===== src/rtl/rtc_scan_display.sv =====
// rtc_scan_display
// Time-of-day / countdown core with a multiplexed common-anode 7-segment driver.
// A prescaler produces one tick per TICK_DIV clocks; each tick advances
// (clock mode) or decrements (countdown mode) an HH:MM:SS counter. A scan
// counter walks the digits (6 = HH MM SS, 4 = MM SS) and the segment and
// digit-select pins are registered together from one snapshot.
//
// Ports:
//   clk        system clock
//   rst        asynchronous, active-low reset
//   run        1 = prescaler advances, 0 = prescaler and time frozen
//   mode       0 = count up, 1 = count down
//   load       one-cycle strobe to load load_h/load_m/load_s
//   load_h/m/s value to load (validated: h<=23, m<=59, s<=59)
//   seg        {dp,g,f,e,d,c,b,a}, active-low
//   digit_sel  one-hot active-low digit enable
//   sec_tick   one-cycle pulse per elapsed second
//   done       one-cycle pulse when countdown reaches 00:00:00
//   load_err   one-cycle pulse when a load is rejected
module rtc_scan_display #(
  parameter int TICK_DIV   = 50000000,
  parameter int SCAN_DIV   = 50000,
  parameter int NUM_DIGITS = 6
) (
  input  logic                  clk,
  input  logic                  rst,
  input  logic                  run,
  input  logic                  mode,
  input  logic                  load,
  input  logic [4:0]            load_h,
  input  logic [5:0]            load_m,
  input  logic [5:0]            load_s,
  output logic [7:0]            seg,
  output logic [NUM_DIGITS-1:0] digit_sel,
  output logic                  sec_tick,
  output logic                  done,
  output logic                  load_err
);

  localparam int PW = (TICK_DIV > 2) ? $clog2(TICK_DIV) : 1;
  localparam int SW = (SCAN_DIV > 2) ? $clog2(SCAN_DIV) : 1;
  localparam logic [PW-1:0] PRESC_MAX = PW'(TICK_DIV - 1);
  localparam logic [PW-1:0] PRESC_HALF = PW'(TICK_DIV / 2);
  localparam logic [SW-1:0] SCAN_MAX = SW'(SCAN_DIV - 1);
  localparam logic [2:0] IDX_MAX = 3'(NUM_DIGITS - 1);
  localparam logic [NUM_DIGITS-1:0] SEL_RESET = {{(NUM_DIGITS-1){1'b1}}, 1'b0};

  logic [4:0]    hrs, h_n;
  logic [5:0]    mins, m_n;
  logic [5:0]    secs, s_n;
  logic [PW-1:0] presc, presc_n;
  logic [SW-1:0] scan_cnt;
  logic [2:0]    idx;
  logic          load_ok;
  logic          tick;
  logic          done_n;

  // ---------------------------------------------------------------- time core
  always_comb begin
    h_n     = hrs;
    m_n     = mins;
    s_n     = secs;
    presc_n = presc;
    done_n  = 1'b0;
    load_ok = (load_h <= 5'd23) && (load_m <= 6'd59) && (load_s <= 6'd59);
    // A load in the same cycle as the terminal count swallows the tick,
    // whether or not the load itself is accepted.
    tick    = run && !load && (presc == PRESC_MAX);

    if (load) begin
      if (load_ok) begin
        h_n     = load_h;
        m_n     = load_m;
        s_n     = load_s;
        presc_n = '0;
      end
    end else if (run) begin
      if (presc == PRESC_MAX) begin
        presc_n = '0;
        if (!mode) begin
          if (secs == 6'd59) begin
            s_n = '0;
            if (mins == 6'd59) begin
              m_n = '0;
              h_n = (hrs == 5'd23) ? 5'd0 : hrs + 5'd1;
            end else begin
              m_n = mins + 6'd1;
            end
          end else begin
            s_n = secs + 6'd1;
          end
        end else begin
          // Only the step from 00:00:01 lands on zero; a tick at zero holds.
          done_n = (hrs == 5'd0) && (mins == 6'd0) && (secs == 6'd1);
          if (secs != 6'd0) begin
            s_n = secs - 6'd1;
          end else if (mins != 6'd0) begin
            m_n = mins - 6'd1;
            s_n = 6'd59;
          end else if (hrs != 5'd0) begin
            h_n = hrs - 5'd1;
            m_n = 6'd59;
            s_n = 6'd59;
          end
        end
      end else begin
        presc_n = presc + 1'b1;
      end
    end
  end

  always_ff @(posedge clk or negedge rst) begin
    if (!rst) begin
      hrs      <= '0;
      mins     <= '0;
      secs     <= '0;
      presc    <= '0;
      sec_tick <= 1'b0;
      done     <= 1'b0;
      load_err <= 1'b0;
    end else begin
      hrs      <= h_n;
      mins     <= m_n;
      secs     <= s_n;
      presc    <= presc_n;
      sec_tick <= tick;
      done     <= done_n;
      load_err <= load && !load_ok;
    end
  end

  // ------------------------------------------------------------- display scan
  function automatic logic [7:0] seg_code(input logic [3:0] d);
    case (d)
      4'd0:    seg_code = 8'hC0;
      4'd1:    seg_code = 8'hF9;
      4'd2:    seg_code = 8'hA4;
      4'd3:    seg_code = 8'hB0;
      4'd4:    seg_code = 8'h99;
      4'd5:    seg_code = 8'h92;
      4'd6:    seg_code = 8'h82;
      4'd7:    seg_code = 8'hF8;
      4'd8:    seg_code = 8'h80;
      4'd9:    seg_code = 8'h90;
      default: seg_code = 8'hFF;
    endcase
  endfunction

  logic [5:0]            field;
  logic [3:0]            digit;
  logic                  dp_on;
  logic [7:0]            seg_n;
  logic [NUM_DIGITS-1:0] sel_n;

  always_comb begin
    case (idx)
      3'd0, 3'd1: field = secs;
      3'd2, 3'd3: field = mins;
      default:    field = {1'b0, hrs};
    endcase
    // Odd indices are tens digits, even indices are ones digits.
    digit = idx[0] ? 4'(field / 6'd10) : 4'(field % 6'd10);
    dp_on = ((idx == 3'd2) || ((NUM_DIGITS == 6) && (idx == 3'd4))) &&
            (!run || (presc < PRESC_HALF));
    seg_n = seg_code(digit);
    if (dp_on) seg_n[7] = 1'b0;
    sel_n = ~(NUM_DIGITS'(1) << idx);
  end

  always_ff @(posedge clk or negedge rst) begin
    if (!rst) begin
      scan_cnt  <= '0;
      idx       <= '0;
      seg       <= 8'hC0;
      digit_sel <= SEL_RESET;
    end else begin
      seg       <= seg_n;
      digit_sel <= sel_n;
      if (scan_cnt == SCAN_MAX) begin
        scan_cnt <= '0;
        idx      <= (idx == IDX_MAX) ? 3'd0 : idx + 3'd1;
      end else begin
        scan_cnt <= scan_cnt + 1'b1;
      end
    end
  end

endmodule


===== config.mk =====
export PLATFORM = sky130hd
export DESIGN_NAME = rtc_scan_display
export DESIGN_NICKNAME = d
export VERILOG_FILES = /design/src/rtl/rtc_scan_display.sv
export SDC_FILE = /design/constraint.sdc
export NUM_CORES = 1
export LEC_CHECK = 0
export CELL_PAD_IN_SITES_DETAIL_PLACEMENT = 0
export CELL_PAD_IN_SITES_GLOBAL_PLACEMENT = 2
export CORE_MARGIN = 5
export CORE_UTILIZATION = 23
export DETAILED_ROUTE_END_ITERATION = 7
export DONT_BUFFER_PORTS = 1
export PLACE_DENSITY_LB_ADDON = 0.3
export SLEW_MARGIN = 0
export SYNTH_ARGS = -nofsm -noshare
export SYNTH_HDL_FRONTEND = slang
export SYNTH_SLANG_ARGS = --single-unit

===== constraint.sdc =====
create_clock -name clk -period 7 [get_ports clk]
set_clock_uncertainty 0.05 [all_clocks]
set_input_delay 1.4 -clock clk [delete_from_list [all_inputs] [get_ports clk]]
set_output_delay 1.4 -clock clk [all_outputs]
set_load 0.1 [all_outputs]

==> reports/qor.yml, run 1 <==
global_routing:
  global_route.peak_usage_layer: "met2"
  grt_start_max_net_pins: 80
  grt_util_met1_pct: 15.9
  grt.overflow.total: 0
  grt_util_met3_pct: 3.23
  use_met2_pct: 18.0
  first_global_vias: 4257
  grt_antenna_before_repair: 0
  grt_pass1_wl_um: 24200
  groute.usage.overall_pct: 11.7
drt:
  dr_total_vias: 4328
  routed_wl_um: 14600
  drc: 0
  vias_per_cell: 4.98
  drt-wirelength-per-cell_um: 16.8
  drt_antenna_net_count: 0
  first_iter_violations: 473
  drt-pass1-iter-count: 4
clock_tree:
  clk_pin_slew_worst_paths_ns: 0.07
  cts_sinks: 79
  tritoncts: "yes"
  clock_insertion_delay_worst_skew_ns: 0.35
  postCtsResizedCells: 0
  cts_made_buffers: 9
  clockBufferDepth: 2
  clk_root_buffer_cell: "sky130_fd_sc_hd__clkbuf_16"
  htree_levels: 3
  ctsHoldBuffers: 0
  post_cts.repair.setup_buffers: 0
pwr:
  power.static_leakage_nw: 2.26
  irDropWorstVdd_uv: 115
  powerDensity_mw_per_mm2: 338
  finalPower_mw: 1.92
critical_path:
  critical_path.slowest_cell: "sky130_fd_sc_hd__dfrtp_1"
  worst-endpoint-arrival_ns: 5.02
  crit_chain: "and2_1 -> ha_1 -> inv_2 -> a32o_2 -> nor2_8 -> inv_2 -> ha_1 -> or4_1 -> a21o_1 -> and3_4 -> a21oi_1 -> inv_1 -> ha_1 -> or3_1 -> a32oi_1"
  critPathMaxStageDelay_ns: 0.82
  worst-path-max-fanout: 23
  cp.required_ns: 7.21
  cpMostUsedCell: "sky130_fd_sc_hd__ha_1"
  worstSetupEndpointType: "flop"
  worstSetupPathType: "flop to flop"
  critical_path_startpoint_category: "flop"
yosys:
  netlist_instances: 601
  yosysUniqueCellTypes: 76
  cell_types_with_the_largest_area_share_after_synthesis: "sky130_fd_sc_hd__dfrtp_1, sky130_fd_sc_hd__ha_1, sky130_fd_sc_hd__o21ai_0"
  post_synthesis_async_set_or_reset_flop_share_pct: 100
  postSynth.topFlopCell: "sky130_fd_sc_hd__dfrtp_1"
  synth.yosys.warnings: 0
  synthesis.area_per_instance_um2: 8.64
  yosys_register_bits: 79
  synth_largest_type_area_fraction_pct: 34.7
  post-synth-top-count-cell: "sky130_fd_sc_hd__dfrtp_1"
  yosysSeqAreaShare_pct: 38.2
  post_synth_instance_area_mm2: 0.00519
  yosys.area.top_type: "sky130_fd_sc_hd__dfrtp_1"
  synth-edff-count: 0
  synth_common_cells: "sky130_fd_sc_hd__dfrtp_1, sky130_fd_sc_hd__nor2_1, sky130_fd_sc_hd__nand2_1"
  syn_nets: 643
cells_and_area:
  areaGrowthSynthToFinish_pct: 9.83
  final-instance-count-excl-fill: 869
  area.sequential_mm2: 0.00199
  finish.utilization_pct: 25.4
  post_route_cells_drive_above_1_share_pct: 7.19
  antenna-diode-count: 0
  filler_cell_count: 2455
  nNetsFinal: 621
  multi_input_comb_area_mm2: 0.00297
die:
  ios: 39
  die_h_um: 160
  fp-row-count: 55
  fp.dieW_um: 160
  core_region_area_mm2: 0.0224
  design.die.area_mm2: 0.0257
  starting_density_of_the_core_pct: 23.1
place:
  port_buffers: 0
  placed_cells_incl_taps: 853
  place.gp.congestion: 0.825
  post-dp-hpwl_um: 10400
sta:
  finalWorstPathRequiredPeriod_ns: 4.81
  timing.slew.headroom_pct: 39.2
  timing_max_transition_violations_final: 0
  timing_worst_slew_pin_value_ns: 0.913
  setup_tns_ns: 0
  report.final.setup_viol: 0
  grt_setup_unrepaired: "no"
  fmax_mhz: 208
  final_min_period_over_clock_period_pct: 68.7
  final-hold-violation-count: 0
worst_hold_path:
  hp-class: "flop to flop"
run:
  cap_violations: 0
status:
  run_status: "finished clean"
-- worst max-delay path: cells and delay by family, from the launching register on --
kind                       cells  cell delay [ns]
buffers and inverters          3             0.35
adders and majority gates      3             0.98
AOI/OAI and AO/OA              4             1.05
DFF                            1             0.82
and+or+nand+nor                5             1.46
-- layout by cell type (no fill, tap or decap), drive strengths merged, types with 3 or more instances in the layout --
cell / n
dfrtp: 72
nor2: 58
o21ai: 55
nand2: 54
a21oi: 37
nand3: 34
inv: 24
xnor2: 21
ha: 20
and3: 20
xor2: 19
nor3: 10
nor2b: 9
nand4: 9
clkbuf: 9
and2: 9
nor4: 8
a31oi: 8
or3: 7
dfstp: 7
o21a: 6
a211oi: 6
a21o: 5
o211ai: 5
o311ai: 5
a22oi: 5
nor4b: 4
clkinv: 4
a32oi: 3
a221o: 3
o22ai: 3
o31ai: 3
a221oi: 3
-- final cells by class --
class,count,share of cell area [%]
multi-input cells,466,52.0
clock inverters,7,1.43
inverters,23,1.51
clock buffers,9,3.95
well taps,285,6.25
flip-flops and latches,79,34.8
-- registers in the layout, summed over array words and instances (netlist names) --
signal	flops
digit_sel	6
done	1
hrs	5
idx	3
load_err	1
mins	6
presc	26
scan_cnt	16
sec_tick	1
secs	6
seg	8
-- metal layers --
| layer | routed length [um] | share of wire, % |
|---|---|---|
| met5 | 0 | 0 |
| met4 | 351 | 2.4 |
| met3 | 639 | 4.4 |
| met2 | 6590 | 45 |
| met1 | 7000 | 48 |
-- power breakdown --
| group | total [mW] | leakage, nW | switching (mW) | internal [mW] |
|---|---|---|---|---|
| Sequential | 0.789 | 1.02 | 0.268 | 0.521 |
| Clock | 0.491 | 0.147 | 0.210 | 0.281 |
| Combinational | 0.646 | 1.09 | 0.371 | 0.274 |
| Total | 1.92 | 2.26 | 0.849 | 1.08 |
-- cells by family after synthesis --
family          count (synthesis)  share of synthesized area, %
compound gates                169                          21.9
xor+xnor                       40                          6.89
fa+ha+maj                      20                          4.82
buf+inv                        56                          4.60
flops                          79                          38.2
mux                             4                         0.819
simple gates                  233                          22.7
-- worst paths after layout --
path | depth (start not counted) | startpoint | endpoint | slack [ns]
setup / recovery | 15 | idx[0] | seg[4] | 2.19
hold / removal | 1 | scan_cnt[0] | scan_cnt[0] | 0.41
setup reg to reg | 15 | idx[0] | seg[4] | 2.19
hold reg to reg | 1 | scan_cnt[0] | scan_cnt[0] | 0.41
max in group asynchronous | 0 | rst | digit_sel[1] | 5.96
min in group asynchronous | 0 | rst | presc[12] | 0.70
-- stage by stage --
stage | cell area (um^2) | worst slack, ns | hold slack, ns
3_5_place_dp | 5400 | 2.21 | 0.402
4_1_cts | 5700 | 2.19 | 0.412
6_report | 5700 | 2.19 | 0.413
5_1_grt | 5700 | 1.73 | 0.438
2_1_floorplan | 5190 | 2.32 | 0.375
3_3_place_gp | 5400 | 2.32 | 0.389
No activity file was read; power rests on OpenSTA's default activity.
==> inputs of run 2 (changes only) <==
==> constraint.sdc (replaced) <==
create_clock -name clk -period 4.9 [get_ports clk]
set_clock_uncertainty 0.05 [all_clocks]
set_input_delay 0.98 -clock clk [delete_from_list [all_inputs] [get_ports clk]]
set_output_delay 0.98 -clock clk [all_outputs]
set_load 0.1 [all_outputs]
==> reports/qor.yml, run 2 (same netlist as run 1, synthesis figures left out) <==
drt:
  routed_wl_um: 14800  # +1.2%
  vias_per_cell: 5.04  # +1.1%
  drt-pass1-iter-count: 5  # +1
  drt-wirelength-per-cell_um: 16.9  # +0.66%
  first_iter_violations: 296  # -37%
  drc: 0  # unchanged
  dr_total_vias: 4402  # +1.7%
  drt_antenna_net_count: 0  # unchanged
cells_and_area:
  multi_input_comb_area_mm2: 0.00297  # unchanged
  top_regs: "presc (26), scan_cnt (16), seg (8)"
  reg_with_most_ffs: "presc"
  mostFrequentLayoutCell: "sky130_fd_sc_hd__dfrtp_1"
  post_route_cells_drive_above_1_share_pct: 7.81  # +0.62 points
  nNetsFinal: 626  # +0.81%
  filler_cell_count: 2447  # -0.33%
  finalInstanceArea_mm2: 0.00573  # +0.53%
  largest_register_ffs: 26  # unchanged
  area.sequential_mm2: 0.00199  # unchanged
  antenna-diode-count: 0  # unchanged
  areaGrowthSynthToFinish_pct: 10.4
  final_cell_mix: "sky130_fd_sc_hd__dfrtp_1, sky130_fd_sc_hd__nor2_1, sky130_fd_sc_hd__nand2_1"
pwr:
  netSwitchingFraction_pct: 43.8  # -0.32 points
  p_clk_share_pct: 25.1  # -0.4 points
  p_int_mw: 1.55  # +44%
  finalPower_mw: 2.76  # +43%
  irDropWorstVdd_uv: 175  # +52%
  seq_power_share_pct: 40.9  # about the same
  total_switching_power_mw: 1.21  # +42%
  power.static_leakage_nw: 2.28  # +1.1%
  powerDensity_mw_per_mm2: 481  # +42%
  power.share.combinational_pct: 34.0  # +0.5 points
sta:
  timing_max_transition_violations_final: 0  # unchanged
  final.hold.worst_slack_ns: 0.281  # -0.132 ns
  setup_tns_ns: 0  # unchanged
  timing_worst_slew_pin_value_ns: 0.893  # -0.0194 ns
  finalWorstPathRequiredPeriod_ns: 4.44  # -0.367 ns
  grt_setup_unrepaired: "no"
  worst_slack_ns: 0.459  # -1.73 ns
  timing.slew.headroom_pct: 40.5  # +1.3 points
  report.final.setup_viol: 0  # unchanged
  final_min_period_over_clock_period_pct: 90.6  # +22 points
  final-hold-violation-count: 0  # unchanged
  fmax_mhz: 225  # +8.3%
global_routing:
  grt_pass1_wl_um: 24900  # +3.2%
  grt.overflow.total: 0  # unchanged
  groute.usage.overall_pct: 11.9  # +0.25 points
  grt_start_max_net_pins: 80  # unchanged
  grt_antenna_before_repair: 1  # +1
  first_global_vias: 4383  # +3.0%
die:
  core_region_area_mm2: 0.0224  # unchanged
  starting_density_of_the_core_pct: 23.1  # unchanged
  ios: 39  # unchanged
  fp-row-count: 55  # unchanged
  die_h_um: 160  # unchanged
  fp.dieW_um: 160  # unchanged
  design.die.area_mm2: 0.0257  # unchanged
worst_hold_path:
  hp-class: "input port to async pin"
critical_path:
  worstSetupEndpointType: "flop"
  critPathTopFamily: "compound AO/OA/AOI/OAI gates"
  critical_path_startpoint_category: "flop"
  r2r_slack_ns: 0.46  # -1.73 ns
  timing.critical_path.buf_inv: 3  # unchanged
  cpMostUsedCell: "sky130_fd_sc_hd__ha_1"
  worstSetupPathType: "flop to flop"
  r2r_end: "seg[4]"
  r2r_start: "idx[2]"
  cp.required_ns: 5.10  # -2.11 ns
  worst-path-max-fanout: 16  # -30%
  worst-endpoint-arrival_ns: 4.64  # -0.38 ns
  critPathMaxStageDelay_ns: 0.54  # -0.28 ns
  worstRegToRegCells: 14  # -1
  critical_path.slowest_cell: "sky130_fd_sc_hd__or4_1"
  crit_chain: "inv_1 -> ha_1 -> o21a_1 -> a211o_1 -> inv_2 -> ha_1 -> or4_1 -> a21o_1 -> and3_4 -> a21oi_1 -> inv_1 -> ha_1 -> or3_1 -> a32oi_1"
place:
  port_buffers: 0  # unchanged
  post_dp_cell_area_mm2: 0.00543  # +0.70%
  dpl_worst_slack_ns: 0.524  # -1.69 ns
  place.gp.congestion: 0.833  # +0.97%
  post-dp-hpwl_um: 10500  # +1.1%
run:
  cap_violations: 0  # unchanged
clock_tree:
  clk_root_buffer_cell: "sky130_fd_sc_hd__clkbuf_16"
  clock_insertion_delay_worst_skew_ns: 0.34  # about the same
  ctsHoldBuffers: 0  # unchanged
  cts_sinks: 79  # unchanged
  clockBufferDepth: 2  # unchanged
  post_cts.repair.setup_buffers: 0  # unchanged
  htree_levels: 3  # unchanged
  tritoncts: "yes"
  postCtsResizedCells: 0  # unchanged
  cts_made_buffers: 9  # unchanged
  clk_pin_slew_worst_paths_ns: 0.06  # about the same
status:
  run_status: "finished clean"
## run 2: changes by cell type in the layout (fill, tap and decap cells not counted)
cell / change
sky130_fd_sc_hd__buf_4: +5
sky130_fd_sc_hd__clkbuf_1: +1
sky130_fd_sc_hd__clkbuf_8: +1
sky130_fd_sc_hd__clkinv_2: +2
sky130_fd_sc_hd__clkinv_4: -3
sky130_fd_sc_hd__inv_6: -1
## run 2: power by group through the flow
stage / clock network (mW) / registers, mW / logic (mW)
global route: 0.748 / 1.15 / 1.05
CTS: 0.718 / 1.13 / 0.934
detailed placement: 0 / 1.14 / 0.926
finish: 0.692 / 1.13 / 0.936
global placement: 0 / 1.14 / 0.926
floorplan: 0 / 1.03 / 0.839
## run 2: final cells by class
cell class / instances / area share, %
Timing Repair Buffer: 5 / 0.655
Multi-Input combinational cell: 466 / 51.8
Sequential cell: 79 / 34.6
Clock buffer: 11 / 4.23
Tap cell: 285 / 6.22
Inverter: 23 / 1.51
Clock inverter: 5 / 0.982
## run 2: routing by layer
| metal | up-vias | part of all wire, % | global-route usage (%) |
|---|---|---|---|
| met1 | 2150 | 47 | 15.9 |
| met2 | 91 | 47 | 19.0 |
| met5 | - | 0.088 | 0 |
| met3 | 19 | 5.1 | 3.25 |
| met4 | 2 | 1.5 | 3.56 |
| li1 | 2140 | - | - |
## run 2: worst max path at each step
stage / start / end / slack [ns] / cells after the start
after floorplan: idx[0] / seg[4] / 0.22 / 20
after global placement: idx[1] / seg[4] / 0.62 / 14
after detailed placement: idx[2] / seg[4] / 0.52 / 14
after CTS: idx[1] / seg[0] / 0.48 / 18
after global routing: idx[2] / seg[4] / 0.14 / 14
final: idx[2] / seg[4] / 0.46 / 14
## run 2: per-stage QoR
stage | util [%] | instances
global placement | 24.2 | 858
floorplan | - | 601
finish | 25.6 | 874
detailed placement | 24.2 | 858
global route | 25.6 | 874
CTS | 25.6 | 874
==> inputs of run 3 (changes only) <==
--- a/config.mk
+++ b/config.mk
@@ -5,8 +5,9 @@
 export SDC_FILE = /design/constraint.sdc
 export NUM_CORES = 1
 export LEC_CHECK = 0
-export CELL_PAD_IN_SITES_DETAIL_PLACEMENT = 0
+export CELL_PAD_IN_SITES_DETAIL_PLACEMENT = 1
 export CELL_PAD_IN_SITES_GLOBAL_PLACEMENT = 2
+export CORE_ASPECT_RATIO = 1.1
 export CORE_MARGIN = 5
 export CORE_UTILIZATION = 23
 export DETAILED_ROUTE_END_ITERATION = 7
==> constraint.sdc (replaced) <==
create_clock -name clk -period 4.9 [get_ports clk]
set_clock_uncertainty 0.05 [all_clocks]
set_input_delay 0.98 -clock clk [delete_from_list [all_inputs] [get_ports clk]]
set_output_delay 0.98 -clock clk [all_outputs]
set_load 0.05 [all_outputs]
==> reports/qor.yml, run 3 (same netlist as run 1, synthesis figures left out) <==
cells_and_area:
  top_regs: "presc (26), scan_cnt (16), seg (8)"
  filler_cell_count: 2595  # +6.0%
  final_cell_mix: "sky130_fd_sc_hd__dfrtp_1, sky130_fd_sc_hd__nor2_1, sky130_fd_sc_hd__nand2_1"
  largest_register_ffs: 26  # unchanged
  reg_with_most_ffs: "presc"
  mostFrequentLayoutCell: "sky130_fd_sc_hd__dfrtp_1"
  area.sequential_mm2: 0.00199  # unchanged
  multi_input_comb_area_mm2: 0.00297  # unchanged
  finalInstanceArea_mm2: 0.00571  # -0.33%
  finish.utilization_pct: 25.8  # +0.21 points
  nNetsFinal: 625  # -0.16%
  areaGrowthSynthToFinish_pct: 10.0
  antenna-diode-count: 0  # unchanged
  post_route_cells_drive_above_1_share_pct: 7.65  # -0.16 points
drt:
  drt-pass1-iter-count: 4  # -1
  vias_per_cell: 5.02  # -0.32%
  drt-wirelength-per-cell_um: 17.4  # +2.8%
  routed_wl_um: 15300  # +3.8%
  drt_antenna_net_count: 0  # unchanged
  first_iter_violations: 173  # -42%
  dr_total_vias: 4433  # +0.70%
  drc: 0  # unchanged
clock_tree:
  postCtsResizedCells: 0  # unchanged
  post_cts.repair.setup_buffers: 0  # unchanged
  tritoncts: "yes"
  clk_pin_slew_worst_paths_ns: 0.07  # about the same
  clock_insertion_delay_worst_skew_ns: 0.35  # about the same
  ctsHoldBuffers: 0  # unchanged
  cts_made_buffers: 9  # unchanged
  clockBufferDepth: 2  # unchanged
  cts_sinks: 79  # unchanged
  htree_levels: 3  # unchanged
  clk_root_buffer_cell: "sky130_fd_sc_hd__clkbuf_16"
status:
  run_status: "finished clean"
pwr:
  finalPower_mw: 2.60  # -5.7%
  power.static_leakage_nw: 2.25  # -1.5%
  powerDensity_mw_per_mm2: 455  # -5.3%
  irDropWorstVdd_uv: 168  # -3.5%
critical_path:
  crit_chain: "inv_1 -> ha_1 -> o21a_1 -> a211o_1 -> inv_2 -> ha_1 -> or4_1 -> a21o_1 -> and3_4 -> a21oi_1 -> inv_1 -> ha_1 -> or3_1 -> a32oi_1"
  worstRegToRegCells: 14  # unchanged
  critPathMaxStageDelay_ns: 0.57  # +0.03 ns
  worst-path-max-fanout: 16  # unchanged
  worst-endpoint-arrival_ns: 4.77  # +0.13 ns
  worstSetupEndpointType: "flop"
  critical_path.slowest_cell: "sky130_fd_sc_hd__or4_1"
  cp.required_ns: 5.11  # about the same
  cpMostUsedCell: "sky130_fd_sc_hd__ha_1"
  critical_path_startpoint_category: "flop"
  worstSetupPathType: "flop to flop"
sta:
  timing_worst_slew_pin_value_ns: 0.782  # -0.111 ns
  worst_slack_ns: 0.342  # -0.117 ns
  final_min_period_over_clock_period_pct: 93.0  # +2.4 points
  finalWorstPathRequiredPeriod_ns: 4.56  # +0.117 ns
  report.final.setup_viol: 0  # unchanged
  timing.slew.headroom_pct: 47.8  # +7.3 points
  grt_setup_unrepaired: "no"
  fmax_mhz: 219  # -2.6%
  final-hold-violation-count: 0  # unchanged
  setup_tns_ns: 0  # unchanged
  timing_max_transition_violations_final: 0  # unchanged
place:
  post_dp_cell_area_mm2: 0.00544  # about the same
  dpl_worst_slack_ns: 0.386  # -0.138 ns
  port_buffers: 0  # unchanged
  place.gp.congestion: 0.803  # -3.6%
  post-dp-hpwl_um: 11100  # +5.9%
run:
  cap_violations: 0  # unchanged
die:
  ios: 39  # unchanged
  design.die.area_mm2: 0.0257  # about the same
  die_h_um: 168  # +4.6%
  starting_density_of_the_core_pct: 23.4  # +0.27 points
  fp-row-count: 57  # +3.6%
  fp.dieW_um: 153  # -4.4%
  core_region_area_mm2: 0.0222  # -1.1%
global_routing:
  groute.usage.overall_pct: 12.3  # +0.33 points
  grt_pass1_wl_um: 25900  # +3.8%
  grt_start_max_net_pins: 80  # unchanged
  grt.overflow.total: 0  # unchanged
  grt_antenna_before_repair: 0  # -1
  first_global_vias: 4664  # +6.4%
worst_hold_path:
  hp-class: "input port to async pin"
-- run 3: changes by cell type in the layout (fill, tap and decap cells not counted) --
cell                         before  now
sky130_fd_sc_hd__bufinv_16        1    0
sky130_fd_sc_hd__clkbuf_8         1    0
sky130_fd_sc_hd__clkinv_2         2    0
sky130_fd_sc_hd__clkinvlp_4       1    5
sky130_fd_sc_hd__buf_4            5    4
-- run 3: worst paths after layout --
| path | to | slack [ns] | startpoint |
|---|---|---|---|
| min | presc[1] | 0.28 | rst |
| max reg2reg | seg[4] | 0.34 | idx[2] |
| min reg2reg | scan_cnt[0] | 0.42 | scan_cnt[0] |
| min in group clk | scan_cnt[0] | 0.42 | scan_cnt[0] |
| max | seg[4] | 0.34 | idx[2] |
| max in group asynchronous | digit_sel[1] | 4.28 | rst |
-- run 3: through the flow --
| step | cells | hold slack (ns) |
|---|---|---|
| 6_report | 883 | 0.277 |
| 5_1_grt | 883 | 0.256 |
| 4_1_cts | 883 | 0.255 |
| 3_5_place_dp | 867 | 0.407 |
| 3_3_place_gp | 867 | 0.388 |
| 2_1_floorplan | 601 | 0.375 |
-- run 3: layer usage --
metal	GRT usage (%)	vias to the layer above	wire, um	share of wire (%)
li1	-	2133	-	-
met1	15.8	2240	7130	47
met2	20.9	40	7600	50
met3	2.17	20	286	1.9
met4	3.91	0	306	2.0
met5	0	-	0	0
-- run 3: cell type report --
class,count,area share [%]
Clock buffer,10,4.01
Clock inverter,6,0.810
Inverter,23,1.51
Multi-Input combinational cell,466,51.9
Sequential cell,79,34.7
Tap cell,295,6.46
Timing Repair Buffer,4,0.526
-- run 3: power by group --
part           internal [mW]  total [mW]  switching [mW]  leakage [nW]
clock network          0.345       0.638           0.293         0.117
registers              0.746        1.01           0.267          1.02
logic                  0.395       0.949           0.554          1.11
total                   1.49        2.60            1.11          2.25
-- run 3: critical path, delay by kind of cell (launching register included) --
kind | cells | cell delay, ns
flip-flops | 1 | 0.53
buffers and inverters | 3 | 0.50
AO/OA/AOI/OAI | 5 | 1.33
adder cells (fa/ha/maj) | 3 | 0.92
AND/OR/NAND/NOR | 3 | 1.13
